[config.mk]
export PLATFORM = sky130hd
export DESIGN_NAME = chan_readout_sched
export DESIGN_NICKNAME = d
export VERILOG_FILES = /design/src/rtl/chan_readout_sched.sv
export SDC_FILE = /design/constraint.sdc
export NUM_CORES = 1
export LEC_CHECK = 0
export CAP_MARGIN = 20
export CORE_MARGIN = 2
export CORE_UTILIZATION = 45
export DETAILED_ROUTE_END_ITERATION = 8
export GPL_TIMING_DRIVEN = 0
export PLACE_DENSITY = 0.84
export SETUP_SLACK_MARGIN = 0.2
export SYNTH_ARGS = -nofsm -noshare
export SYNTH_HDL_FRONTEND = slang
export SYNTH_SLANG_ARGS = --single-unit
[constraint.sdc]
create_clock -name CLK -period 2.6 [get_ports CLK]
set_clock_uncertainty 0.15 [all_clocks]
set_input_delay 0.52 -clock CLK [delete_from_list [all_inputs] [get_ports CLK]]
set_output_delay 0.52 -clock CLK [all_outputs]
set_load 0.02 [all_outputs]
[src/rtl/chan_readout_sched.sv]
// Event readout sequencer: walks enabled channels after an EOS edge and streams header/data/trailer words.
// Optional macro CHAN_ID_EN places the channel id in the low nibble of each data word.
module chan_readout_sched #(
    parameter int CHAN      = 8,
    parameter int ADC_WIDTH = 12,
    parameter int WIDTH     = 16,
    parameter int NS_BITS   = 12
) (
    input  logic                      CLK,
    input  logic                      RST,
    input  logic                      EOS,
    input  logic [CHAN-1:0]           CHAN_MASK,
    input  logic [NS_BITS-1:0]        SAMPLE_NUM,
    input  logic [ADC_WIDTH*CHAN-1:0] CH_DATA,
    output logic [CHAN-1:0]           RD_REQUEST,
    output logic [WIDTH-1:0]          DOUT,
    output logic                      DOUT_VALID,
    input  logic                      DOUT_READY,
    output logic                      BUSY,
    output logic                      DONE,
    output logic                      OVERRUN
);

    typedef enum logic [2:0] {
        S_IDLE, S_LATCH, S_HEADER, S_DATA, S_SETTLE, S_NEXT, S_TRAILER, S_FIN
    } state_t;

    localparam logic [NS_BITS-1:0] SC_ONE = 1;

    state_t               r_state, w_state_n;
    logic                 r_eos_q;
    logic                 r_ovr;
    logic                 r_vld, w_vld_n;
    logic [WIDTH-1:0]     r_dout, w_dout_n;
    logic [CHAN-1:0]      r_mask_l, w_mask_n;
    logic [NS_BITS-1:0]   r_ns_l, w_ns_n;
    logic [3:0]           r_ch, w_ch_n;
    logic [NS_BITS-1:0]   r_sc, w_sc_n;
    logic [7:0]           r_cnt, w_cnt_n;

    logic                 w_eos_edge;
    logic                 w_xfer;
    logic [NS_BITS-1:0]   w_sc_inc;
    logic [CHAN-1:0]      w_ch_onehot;
    logic [CHAN-1:0]      w_mask_rem;
    logic [ADC_WIDTH-1:0] w_sel;
    logic [WIDTH-1:0]     w_data_word;

    function automatic logic [3:0] f_lowest(input logic [CHAN-1:0] m);
        f_lowest = '0;
        for (int i = CHAN - 1; i >= 0; i--) begin
            if (m[i]) f_lowest = 4'(i);
        end
    endfunction

    function automatic logic [WIDTH-1:0] f_header(input logic [3:0] ch);
        f_header = {4'hA, ch, 8'h00};
    endfunction

    function automatic logic [WIDTH-1:0] f_trailer(input logic [7:0] cnt);
        f_trailer = {4'hE, 4'h0, cnt};
    endfunction

    assign w_eos_edge = EOS & ~r_eos_q;
    assign w_xfer     = r_vld & DOUT_READY;
    assign w_sc_inc   = r_sc + SC_ONE;
    assign w_mask_rem = r_mask_l & ~w_ch_onehot;

    always_comb begin
        w_ch_onehot = '0;
        w_sel       = '0;
        for (int i = 0; i < CHAN; i++) begin
            if (int'(r_ch) == i) begin
                w_ch_onehot[i] = 1'b1;
                w_sel          = CH_DATA[i*ADC_WIDTH +: ADC_WIDTH];
            end
        end
    end

`ifdef CHAN_ID_EN
    assign w_data_word = {w_sel, r_ch};
`else
    assign w_data_word = {w_sel, 4'h0};
`endif

    // Next-state / next-register logic; DOUT is loaded on entry to each
    // valid-holding state so it cannot change until the transfer.
    always_comb begin
        w_state_n  = r_state;
        w_dout_n   = r_dout;
        w_vld_n    = r_vld;
        w_mask_n   = r_mask_l;
        w_ns_n     = r_ns_l;
        w_ch_n     = r_ch;
        w_sc_n     = r_sc;
        w_cnt_n    = r_cnt;
        RD_REQUEST = '0;
        unique case (r_state)
            S_IDLE: begin
                if (w_eos_edge) begin
                    w_mask_n  = CHAN_MASK;
                    w_ns_n    = SAMPLE_NUM;
                    w_cnt_n   = '0;
                    w_state_n = S_LATCH;
                end
            end
            S_LATCH: begin
                w_vld_n = 1'b1;
                if (r_mask_l == '0 || r_ns_l == '0) begin
                    w_dout_n  = f_trailer(r_cnt);
                    w_state_n = S_TRAILER;
                end else begin
                    w_ch_n    = f_lowest(r_mask_l);
                    w_dout_n  = f_header(f_lowest(r_mask_l));
                    w_state_n = S_HEADER;
                end
            end
            S_HEADER: begin
                if (w_xfer) begin
                    w_sc_n    = '0;
                    w_cnt_n   = r_cnt + 8'd1;
                    w_dout_n  = w_data_word;
                    w_state_n = S_DATA;
                end
            end
            S_DATA: begin
                if (w_xfer) begin
                    RD_REQUEST = w_ch_onehot;
                    w_sc_n     = w_sc_inc;
                    w_vld_n    = 1'b0;
                    w_state_n  = (w_sc_inc == r_ns_l) ? S_NEXT : S_SETTLE;
                end
            end
            S_SETTLE: begin
                w_dout_n  = w_data_word;
                w_vld_n   = 1'b1;
                w_state_n = S_DATA;
            end
            S_NEXT: begin
                w_mask_n = w_mask_rem;
                w_vld_n  = 1'b1;
                if (w_mask_rem != '0) begin
                    w_ch_n    = f_lowest(w_mask_rem);
                    w_dout_n  = f_header(f_lowest(w_mask_rem));
                    w_state_n = S_HEADER;
                end else begin
                    w_dout_n  = f_trailer(r_cnt);
                    w_state_n = S_TRAILER;
                end
            end
            S_TRAILER: begin
                if (w_xfer) begin
                    w_vld_n   = 1'b0;
                    w_state_n = S_FIN;
                end
            end
            S_FIN: begin
                w_state_n = S_IDLE;
            end
            default: begin
                w_vld_n   = 1'b0;
                w_state_n = S_IDLE;
            end
        endcase
    end

    always_ff @(posedge CLK) begin
        if (RST) begin
            r_state  <= S_IDLE;
            r_eos_q  <= 1'b0;
            r_ovr    <= 1'b0;
            r_vld    <= 1'b0;
            r_dout   <= '0;
            r_mask_l <= '0;
            r_ns_l   <= '0;
            r_ch     <= '0;
            r_sc     <= '0;
            r_cnt    <= '0;
        end else begin
            r_state  <= w_state_n;
            r_eos_q  <= EOS;
            if (w_eos_edge && r_state != S_IDLE) r_ovr <= 1'b1;
            r_vld    <= w_vld_n;
            r_dout   <= w_dout_n;
            r_mask_l <= w_mask_n;
            r_ns_l   <= w_ns_n;
            r_ch     <= w_ch_n;
            r_sc     <= w_sc_n;
            r_cnt    <= w_cnt_n;
        end
    end

    assign DOUT       = r_dout;
    assign DOUT_VALID = r_vld;
    assign BUSY       = (r_state != S_IDLE) && (r_state != S_FIN);
    assign DONE       = (r_state == S_FIN);
    assign OVERRUN    = r_ovr;

endmodule

Word level (Yosys, flattened, before mapping)
Index checks and enable logic that the tools add are counted.
{"block": "op_classes", "eq_ne": 23, "div": 0, "n_mul": 0, "n_lt_le_gt_ge": 0, "reduce_logical": 25, "n_addsub": 2, "mux": 59, "n_shift": 0, "n_bitwise": 5}
{"op": "two-way mux 12 bit", "n": 10}
{"op": "two-way mux 4 bit", "n": 16}
{"op": "one-hot mux 16 bit (4 select lines)", "n": 1}
{"op": "two-way mux 8 bit", "n": 5}
{"op": "one-hot mux 8 bit (2 select lines)", "n": 2}
{"op": "two-way mux 15 bit", "n": 2}
{"op": "two-way mux 3 bit", "n": 8}
{"op": "one-hot mux 12 bit (2 select lines)", "n": 1}
{"op": "one-hot mux 3 bit (8 select lines)", "n": 1}
{"op": "== test 4 bit (second input constant)", "n": 4}
{"op": "two-way mux 16 bit", "n": 1}
{"op": "adder 12 x 1 -> 12 bit (second input constant)", "n": 1}
{"op": "== test 12 bit", "n": 1}
{"op": "== test 3 bit (second input constant)", "n": 4}
{"op": "logical NOT 12 bit", "n": 1}
{"op": "inequality test 2 bit (second input constant)", "n": 6}
{"op": "two-way mux 1 bit", "n": 10}
{"op": "nonzero test 2 bit", "n": 5}
{"op": "AND reduction 3 bit", "n": 3}
{"op": "adder 8 x 1 -> 8 bit (second input constant)", "n": 1}
{"op": "bitwise AND 8 bit", "n": 1}
{"op": "== test 4 x 3 -> 1 bit (second input constant)", "n": 2}
{"op": "logical NOT 8 bit", "n": 1}
{"op": "inverter 8 bit", "n": 1}
{"op": "other kinds (20)", "n": 26}
{"block": "totals", "mem_bits_ro": 0, "wordCells": 124, "reg_bits": 66, "ram_bits": 0, "output_inout_bits": 28, "memories": 0, "latch_bits": 0, "in_bits": 120}

Depth between registers and ports, before layout
Gate-level depths: netlist of run 1.
{"block": "depth", "depth_word": 14, "mapped_depth": 8, "depth_no_buf": 7}

Worst setup path after synthesis of run 1
Ideal clock, no wire load.
{"block": "synth_path", "kind": "input to output", "from": "input port DOUT_READY", "to": "output port RD_REQUEST[5]", "path_buffers": 1, "t_arrival_ns": 1.781, "slack_ns": 0.149, "required_ns": 1.930, "path_stages": 5, "cell_sequence": "nand2_1 nor2_1 nand2_1 clkbuf_1 nor3_1"}
{"block": "synth_between", "elab_chain_cells": 3}
{"element": "start: declaration", "line_no": "18", "text": "input logic DOUT_READY,"}
{"element": "bitwise AND 1 bit", "line_no": "65", "text": "assign w_xfer = r_vld & DOUT_READY;"}
{"element": "two-way mux 8 bit", "line_no": "127", "text": "if (w_xfer) begin"}
{"element": "two-way mux 8 bit", "line_no": "98", "text": "unique case (r_state)"}
{"element": "end: declaration", "line_no": "15", "text": "output logic [CHAN-1:0] RD_REQUEST,"}
Every way passes these cells.

Worst setup path after layout of run 1
{"block": "layout_path", "from": "register r_state[2]", "to": "output port BUSY"}
{"block": "layout_between", "elab_chain_cells": 2, "word_cells_on_any_way": 3, "cone_classes": "eq/ne (1); reduce/logical (2)"}
{"element": "start: declaration", "line_no": "30", "text": "state_t r_state, w_state_n;"}
{"element": "start signal: assignment", "line_no": "180", "text": "r_state <= w_state_n;"}
{"element": "inequality test 3 bit or nonzero test 3 bit (tied branches)", "line_no": "195", "text": "assign BUSY = (r_state != S_IDLE) && (r_state != S_FIN);"}
{"element": "logical AND 1 bit (*)", "line_no": "195"}
{"element": "end: declaration", "line_no": "19", "text": "output logic BUSY,"}
Mark *: on every way between the ends. The rest lies on a longest branch, timed or not.

==> results of run 1 <==
==> power by group through the flow <==
stage	Clock, mW	Combinational, mW	Sequential (mW)
after CTS	0.877	0.897	1.09
after floorplan	0	0.473	1.12
final	0.892	0.943	1.09
after global placement	0	0.847	1.11
after detailed placement	0	0.863	1.11
after global routing	0.922	1.01	1.10
==> final timing paths <==
check / startpoint / end / cells past startpoint
max reg2reg: r_state[2] / DOUT[10] / 6
min reg2reg: DOUT[1] / DOUT[1] / 2
max: r_state[2] / BUSY / 4
min: DOUT[1] / DOUT[1] / 2
==> cells in the final DEF, fill, tap and decap left out, types with 4 or more instances in the layout <==
| cell | n |
|---|---|
| a211oi_1 | 4 |
| a21o_1 | 8 |
| a21oi_1 | 45 |
| a22oi_1 | 13 |
| a311oi_1 | 6 |
| a31oi_1 | 5 |
| buf_2 | 12 |
| buf_4 | 16 |
| buf_6 | 4 |
| clkbuf_1 | 16 |
| clkbuf_2 | 7 |
| clkbuf_8 | 12 |
| clkdlybuf4s50_1 | 135 |
| dfxtp_1 | 59 |
| dfxtp_2 | 4 |
| dlygate4sd2_1 | 4 |
| inv_1 | 12 |
| mux2i_1 | 10 |
| mux4_2 | 8 |
| nand2_1 | 76 |
| nand2b_1 | 8 |
| nand3_1 | 17 |
| nand4_1 | 8 |
| nor2_1 | 63 |
| nor2b_1 | 12 |
| nor3_1 | 26 |
| nor4_1 | 5 |
| o211ai_1 | 8 |
| o21a_1 | 5 |
| o21ai_0 | 36 |
| o21bai_1 | 4 |
| o221ai_1 | 9 |
| or3_1 | 4 |
| xnor2_1 | 11 |
| xor2_1 | 11 |
==> state kept, by name, indices dropped and copies added, names as in the netlist <==
name,count
r_eos_q,1
OVERRUN,1
r_cnt,8
r_state,3
DOUT,16
r_sc,12
r_ch,3
DOUT_VALID,1
r_ns_l,12
r_mask_l,8
==> layout make-up <==
cell class                      instances  area [sq um]
Multi-Input combinational cell        474          3040
Tap cell                              133           166
Clock buffer                           11           141
Inverter                               12          45.0
Sequential cell                        65          1310
Fill cell                             836          3200
Buffer                                 45           282
Timing Repair Buffer                  154          1490
Clock inverter                          5          55.1
==> worst max-delay path, delay by kind of cell (launching register included) <==
family / cells / cell delay [ns]
buffers and inverters: 2 / 0.53
DFF: 1 / 0.33
and+or+nand+nor: 2 / 0.57
==> layer usage <==
layer,up-vias,global-route usage,wire [um]
li1,2510,-,-
met1,2520,0.358,6320
met2,351,0.522,8060
met3,70,0.0566,1650
met4,0,0.145,679
met5,-,0,0
==> per-stage QoR <==
step                hold WS, ns  worst slack [ns]  instances  utilization
global route              0.333            0.0577        899        0.671
floorplan                 0.308             0.300        596            -
finish                    0.301             0.147        899        0.671
CTS                       0.304            0.0859        895        0.662
detailed placement        0.293             -1.21        876        0.630
global placement          0.290             -1.14        876        0.630
==> kinds of logic (layout without fill, tap and decap cells) <==
family | Yosys count | count (layout) | share of synthesized area
simple gates | 255 | 255 | 0.276
mux | 21 | 21 | 0.0702
buf+inv | 57 | 227 | 0.0539
fa+ha+maj | 2 | 2 | 0.00559
xor+xnor | 22 | 22 | 0.0430
compound gates | 174 | 174 | 0.260
flops | 65 | 65 | 0.291
==> timing repair <==
| action | 4_1_cts | 5_1_grt |
|---|---|---|
| pin swaps | 3 | 3 |
| buffers inserted | 3 | 4 |
| resized for setup | 85 | 28 |
| setup endpoints to repair | 37 | 23 |
| endpoints found under the hold margin | 0 | 0 |
==> impl_metrics.tcl, run 1 <==
set metrics [dict create \
    synth_nets 718 \
    fin_crit_ns 2.45 \
    cts_root_buffer "clkbuf_8" \
    status "complete, no violations" \
    firstDrtPassIters 8 \
    die_width_um 104 \
    hold_violations 0 \
    yosysWarnings 0 \
    synth_top_cell_by_area "dfxtp_1" \
    timing.fmax_mhz 408 \
    routedWlPerCell_um 18.6 \
    netlist_instances 596 \
    seq_area_frac_synth 0.291 \
    crit_path_start_kind "register" \
    synth-async-reset-ratio 0 \
    dp_hpwl_um 12600 \
    antenna_found_initial 0 \
    period_share 0.943 \
    synth.top_cells.by_count "nand2_1, dfxtp_1, nor2_1" \
    cap_viol_max_count 0 \
    synth_edf_count 0 \
    slew_headroom 0.570 \
    nets 883 \
    path_max_fanout 10 \
    initial_core_util 0.460 \
    internal-power_mw 1.96 \
    clock_path_buffers 2 \
    hold_path_class "register to register" \
    numClockSinks 65 \
    drtIter0Drc 404 \
    power.switching_mw 0.962 \
    endpoint_kind "output pin" \
    yosysMostFrequentCell "nand2_1" \
    fin_area_sq_mm 0.00653 \
    core_region_area_sq_mm 0.00973 \
    slew_viol_final 0 \
    cp.arrival_ns 1.78 \
    crit_chain "buf_2 -> nor3_1 -> nor2_1 -> dlygate4sd2_1" \
    setup_viol 0 \
    gp_congestion 0.978 \
    cts_buffers 9 \
    synth_area_leaders "dfxtp_1, nand2_1, nor2_1, a21oi_1, o21ai_0" \
    area_growth_pct 45.9 \
    layout-drive-gt1-share 0.140 \
    grt_max_degree 12 \
    clkLatencyLatePin_ns 0.35 \
    finalSetupTns_ns 0 \
    crit_path_top_delay_cell "nor3_1" \
    ios 148 \
    power_density_mw_per_mm2 448 \
    cp.required_ns 1.93 \
    seqPwrFrac 0.373 \
    yosys.area.top_type_share 0.291 \
    num_vias 5451 \
    synth_cell_types 73 \
    io_buffers 147 \
    die_area_sq_mm 0.0108 \
    finalWirelength_um 16700 \
    p_sw_frac 0.329 \
    syn_area_sq_mm 0.00448 \
    viasPerCell 6.06 \
    vdd_ir_drop_max_v 0.000234 \
    gr-usage-all-layers 0.301 \
    total_power_mw 2.93 \
    n_antenna_cell 0 \
    max_stage_delay_ns 0.50 \
    grt_pass1_wl_um 26200 \
    power.share.clock 0.305 \
    placed_area_sq_mm 0.00612 \
    cts-hold-fix-buffers 0 \
    die_h_um 104 \
    rsz0062_at_grt "true" \
    yosys_register_bits 65 \
    ys.flop_type "dfxtp_1" \
    drc 0 \
    grt-ovfl-total 0 \
    tightest_slew_ns 0.646 \
    clk_pin_slew_ns 0.08 \
    first_global_vias 5261 \
    reg2reg_slack_ns 0.19 \
    p_leak_nw 2.36 \
    final_antenna_net_count 0 \
    synth.avg_cell_area_sq_um 7.51 \
    cts_tree "done" \
    worstSetupPathType "register to output pin" \
    cts_max_level 3 \
    num_rows 36 \
    power_frac_comb 0.322 \
]
No activity file was read; power rests on OpenSTA's default activity.
==> run 2, diff against run 1 <==
--- a/config.mk
+++ b/config.mk
@@ -6,8 +6,8 @@
 export NUM_CORES = 1
 export LEC_CHECK = 0
 export CAP_MARGIN = 20
-export CORE_MARGIN = 2
 export CORE_UTILIZATION = 45
+export CTS_CLUSTER_DIAMETER = 30
 export DETAILED_ROUTE_END_ITERATION = 8
 export GPL_TIMING_DRIVEN = 0
 export PLACE_DENSITY = 0.84
==> impl_metrics.tcl, run 2 (synthesis results as in run 1) <==
set metrics [dict create \
    slew_headroom 0.585 \
    fin_crit_ns 2.40 \
    clkLatencyLatePin_ns 0.34 \
    num_vias 5346 \
    crit_chain "nand2b_2 -> nor2_4 -> nand2_1 -> buf_8 -> nor2_1 -> buf_2" \
    cts_root_buffer "clkbuf_8" \
    stdcell_count 896 \
    final_antenna_net_count 0 \
    endpoint_kind "output pin" \
    r2r-end "r_state[0]" \
    cts_buffers 9 \
    cp.arrival_ns 1.73 \
    first_global_vias 5059 \
    grt-ovfl-total 0 \
    die_h_um 102 \
    path_max_fanout 10 \
    viasPerCell 5.97 \
    grt_pass1_wl_um 24800 \
    layout-drive-gt1-share 0.138 \
    finalSetupTns_ns 0 \
    antenna_found_initial 0 \
    drc 0 \
    drtIter0Drc 387 \
    vdd_ir_drop_max_v 0.000252 \
    firstDrtPassIters 5 \
    hold_path_class "register to register" \
    period_share 0.922 \
    status "complete, no violations" \
    cts-hold-fix-buffers 0 \
    num_rows 36 \
    crit_end "RD_REQUEST[1]" \
    hold_violations 0 \
    met2_usage 0.501 \
    fin_area_sq_mm 0.00650 \
    holdWs_ns 0.306 \
    numClockSinks 65 \
    gp_congestion 0.951 \
    rsz0062_at_grt "true" \
    crit_family "simple AND/OR/NAND/NOR gates" \
    slew_viol_final 0 \
    nets 881 \
    core_region_area_sq_mm 0.00973 \
    timing.fmax_mhz 417 \
    crit_buf_inv 2 \
    r2r_cells 7 \
    final_core_util 0.668 \
    ios 148 \
    dp_hpwl_um 12200 \
    worstSetupPathType "register to output pin" \
    met1_usage 0.390 \
    n_antenna_cell 0 \
    grt_max_degree 12 \
    routedWlPerCell_um 17.7 \
    final_common_cell "clkdlybuf4s50_1" \
    placed_area_sq_mm 0.00612 \
    cp.required_ns 1.93 \
    largest_register_ffs 16 \
    cts_max_level 3 \
    crit_path_top_delay_cell "dfxtp_1" \
    cap_viol_max_count 0 \
    setup_viol 0 \
    path_depth 6 \
    die_width_um 102 \
    finalWirelength_um 15800 \
    crit_path_start_kind "register" \
    grt-busiest-layer "met2" \
    reg2reg_slack_ns 0.24 \
    io_buffers 147 \
    initial_core_util 0.460 \
    place_inst 876 \
    use_met3 0.0635 \
    p_leak_nw 2.34 \
    die_area_sq_mm 0.0104 \
    gr-usage-all-layers 0.310 \
    tightest_slew_ns 0.622 \
    final_cell_mix "clkdlybuf4s50_1, nand2_1, nor2_1" \
    area_growth_pct 45.2 \
    max_stage_delay_ns 0.32 \
    power_density_mw_per_mm2 425 \
    r2r-start "r_sc[0]" \
    cts_tree "done" \
    clk_pin_slew_ns 0.07 \
    crit_start "r_state[2]" \
    clock_path_buffers 2 \
]
-- run 2: cell count changes in the layout (fill, tap and decap cells not counted), moves of 2 or more --
cell      change
buf_4         -5
buf_8         +3
clkbuf_8      -2
clkinv_2      +2
-- run 2: area by class of cell --
class	instances	area, sq um
clock buffer	9	124
sequential	65	1320
buffer	45	288
multi-input combinational	474	3040
clock inverter	6	36.3
inverter	12	45.0
timing repair buffer	152	1480
tap	133	166
fill	839	3230
-- run 2: worst reg2reg max path, stage by stage, from the launching register on --
cell and delay (ns):
dfxtp_4 0.39, ha_4 0.17, and3_4 0.22, nand3_1 0.14
xnor2_1 0.16, a21o_1 0.15, or4_1 0.56, o32ai_1 0.32
-- run 2: worst min path at each step --
stage | from | end | slack [ns] | cells after the start
detailed placement | DOUT[3] | DOUT[3] | 0.30 | 2
global route | DOUT[0] | DOUT[0] | 0.34 | 2
finish | DOUT[3] | DOUT[3] | 0.31 | 2
floorplan | r_ns_l[11] | r_ns_l[11] | 0.31 | 2
global placement | DOUT[1] | DOUT[1] | 0.29 | 2
CTS | DOUT[0] | DOUT[0] | 0.31 | 2
-- run 2: routing by layer --
| metal | routed length, um | up-vias | share of wire |
|---|---|---|---|
| met5 | 0 | - | 0 |
| met4 | 635 | 0 | 0.040 |
| met3 | 1280 | 54 | 0.081 |
| met2 | 7420 | 294 | 0.47 |
| met1 | 6500 | 2496 | 0.41 |
| li1 | - | 2502 | - |
-- run 2: per-stage QoR --
stage,setup WS [ns],power (mW)
2_1_floorplan,0.300,1.59
5_1_grt,0.137,2.89
3_5_place_dp,-1.12,1.97
6_report,0.202,2.76
3_3_place_gp,-1.13,1.95
4_1_cts,0.100,2.72
-- run 2: repair_timing --
item / 4_1_cts / 5_1_grt
endpoints found under the setup margin: 36 / 25
buffers inserted: 1 / 4
pin swaps: 3 / 3
gates resized for setup: 83 / 35
-- run 2: power by group --
| group | leakage (nW) | switching (mW) | internal, mW |
|---|---|---|---|
| clock network | 0.0846 | 0.409 | 0.335 |
| registers | 0.532 | 0.0498 | 1.04 |
| logic | 1.72 | 0.473 | 0.453 |
